**src/rtl/regbank8x64.sv**
```systemverilog
// regbank8x64: eight-entry register bank fed by a one-hot write select.
// Two combinational read ports with same-cycle write-to-read bypass,
// optional hardwired-zero entry 7, a sticky illegal-select flag and a
// wrapping count of committed writes.
module regbank8x64 #(
  parameter int WIDTH    = 64,
  parameter bit ZERO_REG = 1'b1
) (
  input  logic             clk,
  input  logic             reset_n,
  input  logic [7:0]       wr_sel,
  input  logic [WIDTH-1:0] wr_data,
  input  logic [2:0]       rd_addr_a,
  input  logic [2:0]       rd_addr_b,
  input  logic             clr_err,
  output logic [WIDTH-1:0] rd_data_a,
  output logic [WIDTH-1:0] rd_data_b,
  output logic             sel_err,
  output logic [15:0]      wr_count
);

  logic [WIDTH-1:0] mem [8];

  logic       sel_none;
  logic       sel_onehot;
  logic       sel_illegal;
  logic       discard;
  logic       commit;
  logic [2:0] wr_idx;

  // A select is one-hot when it is nonzero and clearing its lowest set bit
  // leaves nothing behind. Anything else that is nonzero is multi-hot.
  // Writes seen while reset is held never commit, so they cannot bypass.
  assign sel_none    = (wr_sel == 8'h00);
  assign sel_onehot  = !sel_none && ((wr_sel & 8'(wr_sel - 8'd1)) == 8'h00);
  assign sel_illegal = !sel_none && !sel_onehot;
  assign discard     = ZERO_REG && wr_sel[7];
  assign commit      = sel_onehot && !discard && reset_n;

  // Encode the one-hot select into an entry index (only meaningful when one-hot).
  always_comb begin
    wr_idx = 3'd0;
    for (int i = 0; i < 8; i++) begin
      if (wr_sel[i]) begin
        wr_idx = 3'(i);
      end
    end
  end

  // Storage: committed writes land in the selected entry at the rising edge.
  always_ff @(posedge clk or negedge reset_n) begin
    if (!reset_n) begin
      for (int i = 0; i < 8; i++) begin
        mem[i] <= '0;
      end
    end else if (commit) begin
      mem[wr_idx] <= wr_data;
    end
  end

  // Sticky error flag: a multi-hot select wins over a simultaneous clear.
  always_ff @(posedge clk or negedge reset_n) begin
    if (!reset_n) begin
      sel_err <= 1'b0;
    end else if (sel_illegal) begin
      sel_err <= 1'b1;
    end else if (clr_err) begin
      sel_err <= 1'b0;
    end
  end

  // Count committed writes only; discarded and illegal writes are ignored.
  always_ff @(posedge clk or negedge reset_n) begin
    if (!reset_n) begin
      wr_count <= 16'h0000;
    end else if (commit) begin
      wr_count <= wr_count + 16'd1;
    end
  end

  // Read port A: zero register first, then bypass of this cycle's write.
  always_comb begin
    rd_data_a = mem[rd_addr_a];
    if (ZERO_REG && (rd_addr_a == 3'd7)) begin
      rd_data_a = '0;
    end else if (commit && (wr_idx == rd_addr_a)) begin
      rd_data_a = wr_data;
    end
  end

  // Read port B: identical to port A, fully independent address.
  always_comb begin
    rd_data_b = mem[rd_addr_b];
    if (ZERO_REG && (rd_addr_b == 3'd7)) begin
      rd_data_b = '0;
    end else if (commit && (wr_idx == rd_addr_b)) begin
      rd_data_b = wr_data;
    end
  end

endmodule

```
**config.mk**
```make
export PLATFORM = sky130hd
export DESIGN_NAME = regbank8x64
export DESIGN_NICKNAME = d
export VERILOG_FILES = /design/src/rtl/regbank8x64.sv
export SDC_FILE = /design/constraint.sdc
export NUM_CORES = 1
export LEC_CHECK = 0
export ABC_CLOCK_PERIOD_IN_PS = 4800
export CAP_MARGIN = 25
export CORE_MARGIN = 1.5
export CORE_UTILIZATION = 35
export CTS_BUF_LIST = sky130_fd_sc_hd__clkbuf_8
export DETAILED_ROUTE_END_ITERATION = 8
export HOLD_SLACK_MARGIN = 0.06
export SYNTH_ARGS = -nofsm -noshare
export SYNTH_HDL_FRONTEND = slang
export SYNTH_SLANG_ARGS = --single-unit
```
**constraint.sdc**
```tcl
create_clock -name clk -period 4.8 [get_ports clk]
set_input_delay 1.44 -clock clk [delete_from_list [all_inputs] [get_ports clk]]
set_output_delay 1.44 -clock clk [all_outputs]
set_load 0.05 [all_outputs]
```
======== Word level (Yosys, flattened, before mapping) ========
Index checks and enable logic that the tools add are counted.
Widths: inputs -> output; s select.
storage, ports and cells
  register bits ........................... 529
  bits in latches ......................... 0
  memory bits (writable) .................. 0
  memory bits (read-only) ................. 0
  input bits .............................. 81
  output and inout bits ................... 145
  logic and storage cells ................. 59
  memories ................................ 0
operators by class
  add/subtract/negate cells ............... 2
  multipliers ............................. 0
  div/mod/pow operators ................... 0
  magnitude comparators ................... 4
  equality and inequality tests ........... 4
  shifts and indexed selects .............. 0
  mux-type cells .......................... 22
  bitwise operators ....................... 4
  reductions and logical operators ........ 13
operator list
  kind                   count
  $mux 64                9
  $bwmux 512             1
  $bmux 64 s3            2
  $demux 64 s3           1
  $add 16x1->16 const B  1
  $logic_not 8->1        2
  $ge 4x4->1 const B     3
  $mux 3                 4
  $not 3->4              3
  $and 8x8->8            1
  $sub 8x1->8 const B    1
  $logic_and 1x1->1      7
  $eq 3x3->1             2
  $eq 3x3->1 const B     2
  $lt 4x1->1 const B     1
  $mux 2                 2
  $logic_not 1->1        3
  $mux 1                 3
  $reduce_bool 2->1      1

======== Longest topological paths before layout ========
  word-level depth ........................ 13
  mapped depth ............................ 9
  mapped depth without buffers ............ 5

======== Worst setup path before layout ========
Ideal clock, no wire load.
  path kind ............................... input to output
  start ................................... input wr_sel[6]
  end ..................................... output rd_data_b[10]
  arrival ................................. 3.902 ns
  data required time ...................... 3.360 ns
  setup slack ............................. -0.542 ns
  cell stages on the path ................. 8
  buffers on the path ..................... 3
  cells stage by stage .................... buf_2 > or2_2 > or4_1 > o211ai_1 > o2111a_1 > buf_4 > buf_6 > mux2i_1
between the ends
  longest elaborated chain between the ends .. 9
  elaborated cells on any way between the ends .. 14
  classes of those cells .................. add/sub: 1; eq/ne: 1; mux: 4; bitwise: 1; reduce/logical: 7
RTL lines
  item                            RTL line  text
  from (decl)                     11        input logic [7:0] wr_sel,
  $sub 8x1->8                     35        assign sel_onehot = !sel_none && ((wr_sel & 8'(wr_sel - 8'd1)) == 8'h00);
  $and 8x8->8                     35
  $logic_not 8->1                 35
  $logic_and 1x1->1               35
  $logic_and 1x1->1 (2 in a row)  38        assign commit = sel_onehot && !discard && reset_n;
  $logic_and 1x1->1 *             96        end else if (commit && (wr_idx == rd_addr_b)) begin
  $mux 64 *                       96
  $mux 64 *                       94        if (ZERO_REG && (rd_addr_b == 3'd7)) begin
  to (decl)                       17        output logic [WIDTH-1:0] rd_data_b,
Mark *: on every way between the ends. The rest lies on a longest branch, timed or not.

======== Worst setup path after layout ========
  start ................................... input wr_sel[5]
  end ..................................... output rd_data_a[32]
between the ends
  longest elaborated chain between the ends .. 9
  elaborated cells on any way between the ends .. 15
  classes of those cells .................. add/sub: 1; eq/ne: 1; mux: 5; bitwise: 1; reduce/logical: 7
RTL lines
  item                            RTL line  text
  $sub 8x1->8                     35
  $and 8x8->8                     35
  $logic_not 8->1                 35
  $logic_and 1x1->1               35
  $logic_and 1x1->1 (2 in a row)  38
  $logic_and 1x1->1 *             86        end else if (commit && (wr_idx == rd_addr_a)) begin
  $mux 64 *                       86
  $mux 64 *                       84        if (ZERO_REG && (rd_addr_a == 3'd7)) begin
  to (decl)                       16        output logic [WIDTH-1:0] rd_data_a,
Marked as above.

==> flow_metrics.tcl <==
set metrics [dict create \
    syn_inst 2082 \
    r2r_start "wr_count[3]" \
    multi_input_area_mm2 0.0158 \
    fmax_mhz 193 \
    violations "negative setup slack" \
    grt_pass1_vias 21200 \
    cp_max_fo 9 \
    fin_nets 2524 \
    place_area_mm2 0.0338 \
    htreeDepth 3 \
    wl_per_cell_um 23.9 \
    nFillCells 6394 \
    area_growth_pct 37.2 \
    synth_warnings 0 \
    cts_tree "done" \
    min_period_over_period_pct 108 \
    synth_cell_types 47 \
    endpoint_kind "output pin" \
    gp_congestion 0.801 \
    grt_antenna_before_repair 3 \
    post-route-util_pct 48.4 \
    rows 101 \
    rsz0062_at_grt "true" \
    placement.io_buffers 225 \
    drive_gt1_share_pct 44.7 \
    synth-edff-count 0 \
    worstMarginPinSlew_ps 1000 \
    drtIter0Drc 1227 \
    ir_worst_vdd_mv 0.167 \
    cts_root_buffer "clkbuf_8" \
    syn-cell-area_mm2 0.0267 \
    dp_hpwl_um 49400 \
    p_leak_nw 16.7 \
    reg2reg_to "wr_count[15]" \
    die_h_um 279 \
    io_pins 226 \
    grt_pass1_wl_um 129000 \
    hp-class "reg2reg" \
    clkTransAtPathRegs_ps 60 \
    cap_violations 0 \
    outcome "complete, but fails checks" \
    start_util_pct 35.3 \
    synth-seq-area-share_pct 43.6 \
    hold_buffers 0 \
    first_pass_iters 4 \
    r2r_setup_slack_ps 3260 \
    syn_nets 2164 \
    synth_flop_cell "dfrtp_1" \
    drcViolationCount 0 \
    avgSynthCellArea_um2 12.8 \
    routed_wl_um 83400 \
    die-area_mm2 0.0779 \
    globalRouteOverflowTotal 0 \
    cts_buffers 88 \
    stdcell_area_mm2 0.0366 \
    finClkSkew_ps 21.0 \
    grt_start_max_net_pins 169 \
    via_per_inst 5.55 \
    cp_data_required_time_ps 3360 \
    grt_util_all_layers_pct 21.6 \
    r2r_cells 5 \
    final-setup-viol-count 123 \
    cellPowerDensity_mw_per_mm2 261 \
    clkSinkCount 465 \
    ys_ff_latch 465 \
    finalHoldViolations 0 \
    num_vias 19300 \
    ff_latch_area_mm2 0.0116 \
    critPathLaunch "wr_sel[5]" \
    clock_latency_ps 650 \
    ant_nets 0 \
    path_class "in2out" \
    drv_slew 0 \
    post-route-min-period_ps 5190 \
    start_kind "input port" \
    arrival_ps 3750 \
    endpoint "rd_data_a[32]" \
    fin_ws_ps -386 \
    core_area_mm2 0.0757 \
    die_w_um 279 \
    maxSlewHeadroom_pct 33.0 \
    clockBufferDepth 3 \
    postSynth.asyncResetShare_pct 100 \
]
==> critical path, stage by stage <==
cell and delay [ps]:
buf_6 90, or4_4 560, nor2_4 130, a211oi_4 80, nor4bb_4 300, buf_4 170
buf_12 160, buf_12 150, buf_16 170, mux2i_2 290, buf_12 170
==> registers in the layout (all words and copies together), names as in the netlist <==
name and count:
wr_count 16, sel_err 1, mem 448
==> cell usage after synthesis, types with 2 or more instances <==
cell type | instances | share of area, %
o21ai_1 | 2 | 0.038
clkbuf_1 | 75 | 1.1
mux2_4 | 60 | 3.4
nor2_1 | 8 | 0.11
and4_1 | 3 | 0.098
a22oi_1 | 2 | 0.056
and3_1 | 5 | 0.12
a211oi_1 | 2 | 0.056
dfrtp_1 | 465 | 44
buf_2 | 59 | 1.1
nor2b_1 | 3 | 0.070
mux2i_1 | 319 | 12
mux4_2 | 128 | 11
buf_6 | 19 | 0.80
o211ai_1 | 67 | 1.9
buf_1 | 10 | 0.14
nor4_4 | 2 | 0.16
inv_1 | 6 | 0.084
mux2_1 | 89 | 3.8
nand4_1 | 11 | 0.26
buf_4 | 8 | 0.23
nand3_1 | 7 | 0.13
nand3_2 | 2 | 0.075
xnor2_1 | 16 | 0.53
a21boi_0 | 2 | 0.056
or4_1 | 2 | 0.056
nand2_1 | 262 | 3.7
nand2b_1 | 2 | 0.047
mux2_2 | 300 | 13
o21ai_0 | 129 | 2.4
==> per-layer routing <==
metal  GRT usage [%]  vias to the layer above  part of all wire, %
met5               0                        -                0.020
met4            5.53                        2                  2.2
met3            3.92                      120                  5.1
met2            34.9                      499                   47
met1            29.8                    10200                   45
li1                -                     8492                    -
==> timing repair <==
item | CTS | global route
cloned | 6 | 0
pin swaps | 11 | 5
resized for setup | 128 | 15
hold endpoints to repair | 0 | 0
setup buffers | 20 | 7
endpoints found under the setup margin | 128 | 128
==> area by class of cell <==
cell class / instances / area share (%)
Clock buffer: 109 / 4.10
Sequential cell: 465 / 31.8
Antenna cell: 2 / 0.0137
Inverter: 6 / 0.0683
Clock inverter: 44 / 0.581
Tap cell: 978 / 3.34
Timing Repair Buffer: 441 / 17.0
Multi-Input combinational cell: 1440 / 43.1
==> where the power goes <==
part | switching, mW | leakage, nW | total, mW | internal, mW
logic | 0.863 | 9.22 | 1.59 | 0.725
registers | 0.0979 | 6.44 | 4.16 | 4.06
clock network | 1.71 | 1.01 | 3.80 | 2.08
total | 2.67 | 16.7 | 9.54 | 6.87
==> per-stage QoR <==
step	instances	power, mW	worst slack, ps	setup TNS [ps]	hold WS, ps
CTS	3479	9.64	-401	-31690	488
finish	3485	9.54	-386	-28650	486
global route	3484	9.92	-442	-37910	523
global placement	3302	5.74	-777	-83910	465
detailed placement	3302	5.77	-856	-89510	470
floorplan	2082	5.00	-242	-18230	470
==> cells by family after synthesis <==
| logic type | count (synthesis) | share of synthesized area [%] |
|---|---|---|
| and+or+nand+nor | 316 | 5.11 |
| buffers and inverters | 177 | 3.41 |
| AOI/OAI and AO/OA | 210 | 4.73 |
| muxes | 896 | 42.6 |
| adders and majority gates | 1 | 0.0469 |
| xor gates and xnor gates | 17 | 0.558 |
| DFF | 465 | 43.6 |
==> cells in the final DEF, fill, tap and decap left out, drive strengths merged, types with 40 or more instances in the layout <==
cell type and instances:
mux4 128, inv 40, o211ai 67, clkdlybuf4s50 82
clkbuf 111, nand2 262, mux2i 319, o21ai 131
dfrtp 465, mux2 449, buf 352
==> worst min path at each step <==
stage / start / end / slack (ps) / cells past startpoint
global route: wr_count[15] / wr_count[15] / 520 / 1
global placement: wr_count[15] / wr_count[15] / 460 / 1
floorplan: mem[331] / mem[331] / 470 / 1
CTS: wr_count[15] / wr_count[15] / 490 / 1
finish: wr_count[15] / wr_count[15] / 490 / 1
detailed placement: wr_count[15] / wr_count[15] / 470 / 1
Note: power is estimated with default switching activity, not from simulation.
